File: src/rtl/sdram_pkg.sv
// ---------------------------------------------------------------------------
// sdram_pkg -- shared definitions for the SDRAM command arbiter.
//   Command encodings are {cs_n, ras_n, cas_n, we_n}.
//   Arbiter states are one-hot so each grant is a single-bit decode.
//   Default address/bank widths for the arbiter parameters.
// ---------------------------------------------------------------------------
package sdram_pkg;

   localparam int ADDR_W_DEF = 13;
   localparam int BA_W_DEF   = 2;

   localparam logic [3:0] CMD_NOP   = 4'b1000;
   localparam logic [3:0] CMD_PRE   = 4'b0010;
   localparam logic [3:0] CMD_AREF  = 4'b0001;
   localparam logic [3:0] CMD_ACT   = 4'b0011;
   localparam logic [3:0] CMD_WRITE = 4'b0100;
   localparam logic [3:0] CMD_READ  = 4'b0101;

   typedef enum logic [4:0] {
      ST_IDLE  = 5'b00001,
      ST_ARBIT = 5'b00010,
      ST_AREF  = 5'b00100,
      ST_WRITE = 5'b01000,
      ST_READ  = 5'b10000
   } arb_state_e;

endpackage

File: src/rtl/sdram_arbit.sv
// ---------------------------------------------------------------------------
// sdram_arbit -- arbitrates SDRAM command sources (init, refresh, write,
// read) onto one registered command/address/bank port.
//
// Ports:
//   clk, rst                 clock, async active-high reset
//   init_end                 initialisation done (level); low forces IDLE
//   init_cmd/addr/ba         init command source (used while in IDLE)
//   {aref,wr,rd}_req         level requests, sampled only in ARBIT
//   {aref,wr,rd}_end         1-cycle done pulses from the granted source
//   {aref,wr,rd}_cmd/addr/ba command sources
//   aref_en, wr_en, rd_en    grants (state decodes, at most one high)
//   sdram_cs_n/ras_n/cas_n/we_n, sdram_addr, sdram_ba
//                            registered muxed command (1-cycle latency)
//
// Build option: define SDRAM_ARB_RW_FAIR_EN to alternate write/read when
// both request together; refresh always wins. Undefined: write beats read.
// ---------------------------------------------------------------------------
module sdram_arbit
   import sdram_pkg::*;
#(
   parameter int ADDR_W = ADDR_W_DEF,
   parameter int BA_W   = BA_W_DEF
) (
   input  logic              clk,
   input  logic              rst,
   input  logic              init_end,
   input  logic [3:0]        init_cmd,
   input  logic [ADDR_W-1:0] init_addr,
   input  logic [BA_W-1:0]   init_ba,
   input  logic              aref_req,
   input  logic              aref_end,
   input  logic [3:0]        aref_cmd,
   input  logic [ADDR_W-1:0] aref_addr,
   input  logic [BA_W-1:0]   aref_ba,
   input  logic              wr_req,
   input  logic              wr_end,
   input  logic [3:0]        wr_cmd,
   input  logic [ADDR_W-1:0] wr_addr,
   input  logic [BA_W-1:0]   wr_ba,
   input  logic              rd_req,
   input  logic              rd_end,
   input  logic [3:0]        rd_cmd,
   input  logic [ADDR_W-1:0] rd_addr,
   input  logic [BA_W-1:0]   rd_ba,
   output logic              aref_en,
   output logic              wr_en,
   output logic              rd_en,
   output logic              sdram_cs_n,
   output logic              sdram_ras_n,
   output logic              sdram_cas_n,
   output logic              sdram_we_n,
   output logic [ADDR_W-1:0] sdram_addr,
   output logic [BA_W-1:0]   sdram_ba
);

   arb_state_e        state_q, state_d;
   arb_state_e        sel_st;
   logic              pick_wr;
   logic [3:0]        cmd_q, cmd_d;
   logic [ADDR_W-1:0] addr_q, addr_d;
   logic [BA_W-1:0]   ba_q, ba_d;

`ifdef SDRAM_ARB_RW_FAIR_EN
   // 1 = write was served last; reset value means "read served last"
   logic last_wr_q, last_wr_d;
   assign pick_wr = wr_req & (~rd_req | ~last_wr_q);
`else
   assign pick_wr = wr_req;
`endif

   always_comb begin
      state_d = state_q;
`ifdef SDRAM_ARB_RW_FAIR_EN
      last_wr_d = last_wr_q;
`endif
      if (!init_end) begin
         state_d = ST_IDLE;
      end else begin
         unique case (state_q)
            ST_IDLE:  state_d = ST_ARBIT;
            ST_ARBIT: begin
               if (aref_req) begin
                  state_d = ST_AREF;
               end else if (wr_req || rd_req) begin
                  state_d = pick_wr ? ST_WRITE : ST_READ;
`ifdef SDRAM_ARB_RW_FAIR_EN
                  last_wr_d = pick_wr;
`endif
               end
            end
            ST_AREF:  if (aref_end) state_d = ST_ARBIT;
            ST_WRITE: if (wr_end)   state_d = ST_ARBIT;
            ST_READ:  if (rd_end)   state_d = ST_ARBIT;
            default:  state_d = ST_IDLE;
         endcase
      end
   end

   // Losing init_end hands the pins back to the init source immediately,
   // matching the grants, which drop in the same cycle.
   assign sel_st = init_end ? state_q : ST_IDLE;

   always_comb begin
      cmd_d  = CMD_NOP;
      addr_d = '1;
      ba_d   = '1;
      unique case (sel_st)
         ST_IDLE:  begin cmd_d = init_cmd; addr_d = init_addr; ba_d = init_ba; end
         ST_AREF:  begin cmd_d = aref_cmd; addr_d = aref_addr; ba_d = aref_ba; end
         ST_WRITE: begin cmd_d = wr_cmd;   addr_d = wr_addr;   ba_d = wr_ba;   end
         ST_READ:  begin cmd_d = rd_cmd;   addr_d = rd_addr;   ba_d = rd_ba;   end
         default:  ;
      endcase
   end

   always_ff @(posedge clk or posedge rst) begin
      if (rst) begin
         state_q <= ST_IDLE;
         cmd_q   <= CMD_NOP;
         addr_q  <= '0;
         ba_q    <= '0;
`ifdef SDRAM_ARB_RW_FAIR_EN
         last_wr_q <= 1'b0;
`endif
      end else begin
         state_q <= state_d;
         cmd_q   <= cmd_d;
         addr_q  <= addr_d;
         ba_q    <= ba_d;
`ifdef SDRAM_ARB_RW_FAIR_EN
         last_wr_q <= last_wr_d;
`endif
      end
   end

   assign aref_en = init_end & (state_q == ST_AREF);
   assign wr_en   = init_end & (state_q == ST_WRITE);
   assign rd_en   = init_end & (state_q == ST_READ);

   assign {sdram_cs_n, sdram_ras_n, sdram_cas_n, sdram_we_n} = cmd_q;
   assign sdram_addr = addr_q;
   assign sdram_ba   = ba_q;

endmodule

File: config.mk
export PLATFORM = sky130hd
export DESIGN_NAME = sdram_arbit
export DESIGN_NICKNAME = d
export VERILOG_FILES = /design/src/rtl/sdram_pkg.sv /design/src/rtl/sdram_arbit.sv
export SDC_FILE = /design/constraint.sdc
export NUM_CORES = 1
export LEC_CHECK = 0
export BUFFER_PORTS_ARGS = -buffer_cell sky130_fd_sc_hd__buf_4
export CORE_MARGIN = 3
export CORE_UTILIZATION = 43
export CTS_CLUSTER_SIZE = 10
export DETAILED_ROUTE_END_ITERATION = 16
export GPL_TIMING_DRIVEN = 1
export PLACE_DENSITY = 0.85
export REMOVE_ABC_BUFFERS = 1
export SLEW_MARGIN = 40
export SYNTH_ARGS = -nofsm -noshare
export SYNTH_HDL_FRONTEND = slang
export SYNTH_SLANG_ARGS = --single-unit
File: constraint.sdc
create_clock -name clk -period 5.2 [get_ports clk]
set_input_delay 0.52 -clock clk [delete_from_list [all_inputs] [get_ports clk]]
set_output_delay 0.52 -clock clk [all_outputs]
set_load 0.05 [all_outputs]
; ---- Word-level counts from Yosys, hierarchy flattened
; Index checks and enable logic that the tools add are counted.
[totals]
out_inout_bits = 22
regBits = 24
input_bits = 85
elab_cells = 34
[op_classes]
reduce_logical = 2
n_bitwise = 3
n_eq_ne = 13
n_mux = 12
[ops]
columns = operator, count
row1 = 13-bit case mux with 4 select lines, 1
row2 = 5-bit two-way mux, 8
row3 = 5-bit case mux with 5 select lines, 1
row4 = 4-bit case mux with 4 select lines, 1
row5 = "5-bit by 1-bit equality test with 1-bit output, second input constant", 2
row6 = "5-bit by 3-bit equality test with 1-bit output, second input constant", 2
row7 = "5-bit by 4-bit equality test with 1-bit output, second input constant", 2
row8 = "5-bit equality test, second input constant", 2
row9 = "3-bit inequality test, second input constant", 3
row10 = 2-bit case mux with 4 select lines, 1
row11 = "5-bit by 2-bit equality test with 1-bit output, second input constant", 1
row12 = "4-bit inequality test, second input constant", 1
row13 = 4-bit AND reduction, 1
row14 = 1-bit bitwise AND, 3
row15 = 1-bit logical OR, 1

; ---- Logic depth before layout (Yosys ltp)
; Gate-level depths: netlist of the first run.
[logic_depth]
ltp_word = 5
ltp_mapped = 6
ltp_nobuf = 4

; ---- Worst setup path before layout of the first run
; No wires, ideal clock.
[synth_path]
path_type = reg2out
from = register state_q[2]
to = output port wr_en
path_stages_with_launch = 6
t_arrival_ps = 1367
path_buffers = 2
required_ps = 4680
slack_ps = 3313
path_cell_list = dfrtp_1 -> buf_6 -> and2b_1 -> clkbuf_1 -> nand2_1 -> inv_1
[synth_between]
elab_chain_len = 2
[synth_rtl]
columns = item, line_no
row1 = "start, declared", sdram_arbit.sv:57  ; arb_state_e state_q, state_d;
row2 = "start signal, assigned", sdram_arbit.sv:127  ; state_q <= state_d;
row3 = 5-bit by 4-bit equality test with 1-bit output, sdram_arbit.sv:138  ; assign wr_en = init_end & (state_q == ST_WRITE);
row4 = 1-bit bitwise AND, sdram_arbit.sv:138
row5 = "end, declared", sdram_arbit.sv:47  ; output logic wr_en,
; No other way between the ends.

; ---- Final worst setup path of the first run
[layout_path]
from = register state_q[2]
to = output port rd_en
[layout_between]
elab_chain_len = 2
[layout_rtl]
columns = item, line_no
row1 = 5-bit equality test, sdram_arbit.sv:139  ; assign rd_en = init_end & (state_q == ST_READ);
row2 = 1-bit bitwise AND, sdram_arbit.sv:139
row3 = "end, declared", sdram_arbit.sv:48  ; output logic rd_en,
; No other way between the ends.

==> flow_summary.ini, run 1 <==
[cts]
cts_made_buffers = 3
cts_sinks = 24
root_buffer = clkbuf_4
clock_path_buffers = 2
worstSkewPairLatency_ns = 0.31
cts_tree = built
hold_buffers = 0
htreeDepth = 1
cts.repair.resized = 0
clkTransAtPathRegs_ns = 0.13
cts_setup_buffers = 0

[yosys]
ys.warnings.count = 0
yosysTopAreaCellShare = 0.383
synth_flop_cell = dfrtp_1
syn_area_sq_um = 1440
avgSynthCellArea_sq_um = 9.79
synth_edf_count = 0
synth_common_cells = 34 x nand2_1, 22 x dfrtp_1, 19 x a22oi_1
ys_ff_latch = 24
post_synth_main_area_contributors = dfrtp_1 38%, o2111ai_2 10%, a22oi_1 9.9%, nand2_1 8.9%, dfstp_2 3.7%
syn_inst = 147
synth_most_common_cell = nand2_1
synth-seq-area-share = 0.419
synth_area_leader_cell = dfrtp_1
synthArstFlopShare = 1.00
ys_types = 34

[global_routing]
grt_pass1_wl_mm = 7.20
grt_usage = 0.221
antenna_found_initial = 0
grt_max_degree = 25
grt_pass1_vias = 1470
globalRouteOverflowTotal = 0

[pwr]
internal-power_mw = 0.367
power_switching_mw = 0.236
seq_power_share = 0.384
p_leak_nw = 1.07
p_per_area_nw_per_um2 = 265
combPwrFrac = 0.459
finalPower_mw = 0.603
p_clk_frac = 0.157
swShare = 0.391
peakVddDrop_mv = 0.194

[sta]
clock.fmax_mhz = 361
fin_skew_ns = 0.0127
hold_viol_final = 0
finalMaxSlewViolations = 0
tightest_slew_ns = 0.810
slew_headroom = 0.460
setup_viol = 0
min_period_ns = 2.77
post-route-period-util = 0.532
rsz0062_at_grt = no
finalSetupTns_ns = 0

[place]
hpwl_mm = 3.53
dp_cells = 286
port_buffers = 106
gp_congestion = 0.805
dpl_cell_area_sq_um = 2230

[drt]
dr.pass1.iters = 4
ant_nets = 0
drt-total-wl_mm = 4.73
drc = 0
avgViaCountPerCell = 5.41
drt_iter0_drc = 134
wl_per_cell_um = 16.3
vias = 1569

[floorplanning]
start_util = 0.460
die_w_um = 63.8
die_h_um = 63.8
core_sq_um = 3130
die_area_sq_um = 4080
io-pin-count = 107
std_cell_rows = 20

[worst_setup_path]
worst-setup-path-type = flip-flop to output port
r2r_start = state_q[2]
critPathLaunchType = flip-flop
critical_path_buf_inv_count = 1
critPathMaxFanout = 21
worstSetupStartpoint = state_q[2]
slowest_delay_ns = 0.76
cp_cell_sequence = nor4b_1 > and3b_1 > buf_4
end_kind = output port
crit_path_top_delay_cell = and3b_1
critical_path.top_delay_family = simple AND/OR/NAND/NOR gates
arrival_ns = 2.25
crit_required_ns = 4.68

[cells_and_area]
layout-drive-gt1-share = 0.537
syn_to_final_growth_pct = 58.0
final_core_util = 0.727
final_cell_area_sq_um = 2270
stdcell_count = 290
nFillCells = 248
nets = 332
antenna_cells = 0

[job]
max_cap_violations = 0

[worst_hold_path]
hold_class = input pin to asynchronous set/reset pin

[run_status]
status = finished, final reports clean
[per-layer routing]
| metal | up-vias | GRT usage | wire, um |
|---|---|---|---|
| li1 | 758 | - | - |
| met3 | 2 | 0.0580 | 495 |
| met2 | 84 | 0.372 | 2330 |
| met4 | 0 | 0.0323 | 27 |
| met5 | - | 0 | 0 |
| met1 | 725 | 0.291 | 1880 |
[registers in the layout, summed over array words and instances, names as in the netlist]
register	count
cmd_q	4
sdram_addr	13
sdram_ba	2
state_q	5
[metrics by stage]
stage,hold WS (ns),setup WS [ns]
after floorplan,0.533,3.01
after global placement,0.727,2.68
after detailed placement,0.582,2.66
after CTS,0.235,2.43
after global routing,0.239,2.28
final,0.214,2.43
[area by class of cell]
cell class / instances / area (sq um) / area share
clock buffer: 4 / 36.3 / 0.0160
inverter: 6 / 22.5 / 0.00991
multi-input combinational: 105 / 753 / 0.331
sequential: 24 / 603 / 0.265
tap: 44 / 55.1 / 0.0242
timing repair buffer: 107 / 803 / 0.353
[path summary, 6_finish.rpt]
path	to	slack, ns	cells past startpoint
max in group asynchronous	state_q[0]	4.61	2
min in group clk	state_q[4]	0.40	2
worst min register to register	state_q[0]	0.80	3
worst max register to register	state_q[1]	3.03	4
worst max-delay path	rd_en	2.43	3
worst min-delay path	cmd_q[0]	0.21	2
[cells by family (layout without fill, tap and decap cells)]
family,Yosys count,after routing,synth area share
AO/OA/AOI/OAI,47,47,0.317
AND/OR/NAND/NOR,57,57,0.192
flip-flops,24,24,0.419
XOR/XNOR,1,1,0.00609
buffers and inverters,18,117,0.0661
[power groups by stage]
stage / Sequential [mW] / Clock (mW) / Combinational, mW
after floorplan: 0.327 / 0 / 0.0693
after global placement: 0.234 / 0 / 0.273
after detailed placement: 0.235 / 0 / 0.277
after CTS: 0.231 / 0.0977 / 0.277
after global routing: 0.235 / 0.105 / 0.293
final: 0.232 / 0.0946 / 0.277
[layout by cell type (no fill, tap or decap), types with 2 or more instances in the layout]
cell       synthesis  final
a22oi_1           19     19
nor2_1             6      6
inv_1              6      5
o2111ai_1          6      6
o2111ai_2         10     10
nor3b_1            2      2
o21ai_0            2      2
a221o_2            3      3
nor4b_1            4      4
clkbuf_4           0      3
dfstp_2            2      2
buf_4              0    107
dfrtp_1           22     22
nand2_1           34     34
o21ai_4            1      2
(Power assumes the default switching activity.)
==> run 2: changes to the inputs <==
- CORE_UTILIZATION: 43 -> 40
- PLACE_DENSITY: 0.85 -> 0.8
- clock period: 5.2 -> 2.7 ns (I/O delays scaled with it)
==> run 2 against run 1 <==
Power up 110%; final cell count up 2.8%; utilization down 4.0 points; via count up 1.3%; routed wire length up 2.1%; combinational power up 94%; sequential power up 91%; count of clock-buffer cells in the layout down 1; non-clock buffer count up 6; sequential share of layout area down 0.61 points; first-iteration DRC count down 28%.
==> flow_summary.ini, run 2 (same netlist as run 1, synthesis figures left out) <==
[cts]
cts_made_buffers = 3
clkTransAtPathRegs_ns = 0.14
worstSkewPairLatency_ns = 0.32
htreeDepth = 1
cts_setup_buffers = 0
cts_sinks = 24
cts_tree = built
root_buffer = clkbuf_4
clock_path_buffers = 2
cts.repair.resized = 0

[sta]
slew_headroom = 0.520
fin_skew_ns = 0.00247
rsz0062_at_grt = no
setup_viol = 0
post-route-period-util = 0.824
finalMaxSlewViolations = 0
hold_viol_final = 0
finalSetupTns_ns = 0
tightest_slew_ns = 0.718
min_period_ns = 2.22
clock.fmax_mhz = 450

[drt]
ant_nets = 0
drt_iter0_drc = 96
wl_per_cell_um = 16.2
avgViaCountPerCell = 5.33
dr.pass1.iters = 4
vias = 1589
drc = 0
drt-total-wl_mm = 4.83

[worst_setup_path]
end_kind = output port
cp_cell_sequence = and2b_1 > nand2_1 > inv_1 > buf_4
crit_cells = 4
endpoint = wr_en
critical_path.top_delay_family = simple AND/OR/NAND/NOR gates
critPathMaxFanout = 20
crit_path_top_delay_cell = and2b_1
critPathLaunchType = flip-flop
arrival_ns = 1.95
slowest_delay_ns = 0.67
worst-setup-path-type = flip-flop to output port
r2r_slack_ns = 0.82
r2r-end = sdram_addr[10]
r2r_start = state_q[0]
crit_required_ns = 2.43
worstSetupStartpoint = state_q[2]
critical_path_buf_inv_count = 2
ff2ff_path_depth = 5

[cells_and_area]
final_cell_mix = 112 x buf_4, 34 x nand2_1, 22 x dfrtp_1
syn_to_final_growth_pct = 61.7
layout.cells.most_common = buf_4
largest_register_ffs = 13
nets = 338
layout-drive-gt1-share = 0.540
final_core_util = 0.687
antenna_cells = 0

[floorplanning]
core_sq_um = 3390
die_area_sq_um = 4350
start_util = 0.425
die_h_um = 66.0
die_w_um = 66.0
std_cell_rows = 21
io-pin-count = 107

[job]
max_cap_violations = 0

[global_routing]
grt_pass1_wl_mm = 6.86
grt_pass1_vias = 1388
grt_usage = 0.206
globalRouteOverflowTotal = 0
antenna_found_initial = 0
grt_max_degree = 25

[place]
gp_congestion = 0.796
hpwl_mm = 3.76
port_buffers = 106

[pwr]
seq_power_share = 0.356
p_per_area_nw_per_um2 = 535
p_clk_frac = 0.212
swShare = 0.374
internal-power_mw = 0.780
p_leak_nw = 1.11
peakVddDrop_mv = 0.285
power_switching_mw = 0.466
combPwrFrac = 0.432

[run_status]
status = finished, final reports clean

[worst_hold_path]
hold_class = input pin to flip-flop
-- run 2: cell type report --
type / count / area (sq um)
Clock inverter: 1 / 30.0
Tap cell: 46 / 57.6
Clock buffer: 3 / 22.5
Sequential cell: 24 / 603
Fill cell: 289 / 1060
Inverter: 6 / 22.5
Multi-Input combinational cell: 105 / 741
Timing Repair Buffer: 113 / 851
-- run 2: per-stage QoR --
| step | setup slack, ns | instances | power, mW | cell area (sq um) | hold WS (ns) |
|---|---|---|---|---|---|
| 4_1_cts | 0.454 | 298 | 1.25 | 2330 | 0.114 |
| 2_1_floorplan | 0.590 | 135 | 0.764 | 1370 | 0.283 |
| 3_3_place_gp | 0.877 | 293 | 0.983 | 2260 | 0.471 |
| 5_1_grt | 0.340 | 298 | 1.31 | 2330 | 0.0986 |
| 6_report | 0.476 | 298 | 1.25 | 2330 | 0.126 |
| 3_5_place_dp | 0.836 | 293 | 0.988 | 2260 | 0.338 |
-- run 2: timing repair --
action / 4_1_cts / 5_1_grt
hold endpoints to repair: 22 / 0
hold buffers: 1 / 0
setup endpoints to repair: 0 / 0
-- run 2: worst min-delay path by stage --
stage	start	to	slack [ns]	cells past startpoint
after floorplan	rst	cmd_q[0]	0.28	1
after global placement	wr_end	state_q[3]	0.47	2
after detailed placement	rst	sdram_addr[2]	0.34	2
after CTS	wr_end	state_q[3]	0.11	2
after global routing	wr_req	state_q[4]	0.1	2
final	wr_end	state_q[3]	0.13	2
-- run 2: power by group through the flow --
stage	Sequential (mW)	Combinational [mW]	Clock [mW]
6_report	0.443	0.538	0.264
5_1_grt	0.448	0.568	0.289
4_1_cts	0.443	0.540	0.269
3_5_place_dp	0.450	0.538	0
3_3_place_gp	0.448	0.535	0
2_1_floorplan	0.631	0.134	0
-- run 2: per-layer routing --
metal	up-vias	global-route usage	routed length (um)
met4	0	0.0533	25
met1	753	0.265	1980
met2	69	0.350	2370
li1	765	-	-
met3	2	0.0425	455
met5	-	0	0
==> run 3: changes to the inputs <==
- clock period: 2.7 -> 2.3 ns (I/O delays scaled with it)
==> run 3 against run 2 <==
Clock skew rose by 0.0056 ns; power rose by 18%; register-to-register slack got worse by 0.40 ns; first-iteration DRC count fell by 30%; final area rose by 0.75%; global-route usage rose by 1.5 points; critical path type unchanged; largest power group unchanged.
==> flow_summary.ini, run 3 (same netlist as run 1, synthesis figures left out) <==
[run_status]
status = finished, final reports clean

[worst_setup_path]
r2r_start = state_q[2]
worst-setup-path-type = flip-flop to output port
critPathMaxFanout = 10
r2r-end = sdram_addr[9]
crit_required_ns = 2.07
critPathLaunchType = flip-flop
end_kind = output port
r2r_slack_ns = 0.42
arrival_ns = 1.86
ff2ff_path_depth = 4
worstSetupStartpoint = state_q[2]

[cts]
cts_tree = built
clkTransAtPathRegs_ns = 0.14
clock_path_buffers = 2
cts_setup_buffers = 0
worstSkewPairLatency_ns = 0.32
cts_sinks = 24
htreeDepth = 1
cts_made_buffers = 3
root_buffer = clkbuf_4

[cells_and_area]
layout.cells.most_common = buf_4
largest_register_ffs = 13
antenna_cells = 0
layout-drive-gt1-share = 0.547
final_cell_mix = 114 x buf_4, 34 x nand2_1, 22 x dfrtp_1
syn_to_final_growth_pct = 63.0
nets = 340

[sta]
finalMaxSlewViolations = 0
hold_viol_final = 0
setup_viol = 0
rsz0062_at_grt = no
slew_headroom = 0.634
post-route-period-util = 0.910
finalSetupTns_ns = 0
fin_skew_ns = 0.00804
tightest_slew_ns = 0.546
setup_slack_ns = 0.207
min_period_ns = 2.09
clock.fmax_mhz = 478

[pwr]
p_per_area_nw_per_um2 = 627
peakVddDrop_mv = 0.345
p_leak_nw = 1.12
finalPower_mw = 1.47

[drt]
ant_nets = 0
avgViaCountPerCell = 5.34
dr.pass1.iters = 4
vias = 1602
drt_iter0_drc = 67
drt-total-wl_mm = 4.98
wl_per_cell_um = 16.6
drc = 0

[global_routing]
grt_usage = 0.221
antenna_found_initial = 0
grt_max_degree = 25
grt_pass1_wl_mm = 7.35
grt_pass1_vias = 1466
globalRouteOverflowTotal = 0

[floorplanning]
die_area_sq_um = 4350
io-pin-count = 107
die_h_um = 66.0
die_w_um = 66.0
start_util = 0.425
core_sq_um = 3390
std_cell_rows = 21

[worst_hold_path]
hold_end = state_q[3]
hold_depth = 2
hold_class = input pin to flip-flop
min-delay-start = wr_end

[place]
gp_congestion = 0.870
hpwl_mm = 3.87
port_buffers = 106
dp_slack_ns = 0.436

[job]
max_cap_violations = 0
[run 3: cell types whose count changed in the layout (fill, tap and decap cells not counted), sizes merged]
cell / before / now
buf: 112 / 114
[run 3: worst max-delay path by stage]
stage	end	slack (ns)	cells after the start
2_1_floorplan	state_q[1]	0.19	4
3_3_place_gp	rd_en	0.45	3
3_5_place_dp	rd_en	0.44	3
4_1_cts	rd_en	0.04	3
5_1_grt	rd_en	0.09	3
6_report	rd_en	0.21	3
[run 3: power breakdown]
group          internal (mW)  switching, mW
Sequential             0.491         0.0306
Clock                  0.176          0.136
Combinational          0.251          0.385
Total                  0.918          0.552
[run 3: area by class of cell]
cell class              count  area [sq um]
fillers                   287          1040
repair buffers            115           866
flip-flops and latches     24           603
clock buffers               3          22.5
multi-input cells         105           743
clock inverters             1          30.0
inverters                   6          22.5
well taps                  46          57.6
[run 3: routing by layer]
metal,global-route usage,share of wire,vias to the layer above
met5,0,0,-
met4,0.0533,0.0060,0
li1,-,-,771
met2,0.392,0.51,68
met1,0.284,0.41,761
met3,0.0272,0.076,2
[run 3: worst max-delay path, stage by stage (launching register included)]
cell and delay [ns]:
dfrtp_1 0.49, nor4b_1 0.39, and3b_2 0.41, buf_4 0.25
[run 3: timing repair]
| action | 4_1_cts | 5_1_grt |
|---|---|---|
| endpoints found under the setup margin | 0 | 2 |
| hold endpoints to repair | 22 | 0 |
| resized for setup | 0 | 2 |
| hold buffers | 1 | 0 |
[run 3: per-stage QoR]
step,instance area [sq um],cells,utilization,hold slack (ns)
floorplan,1370,135,-,0.243
global placement,2280,295,0.673,0.304
detailed placement,2280,295,0.673,0.301
CTS,2340,300,0.691,0.0737
global route,2340,300,0.692,0.0704
finish,2340,300,0.692,0.0892
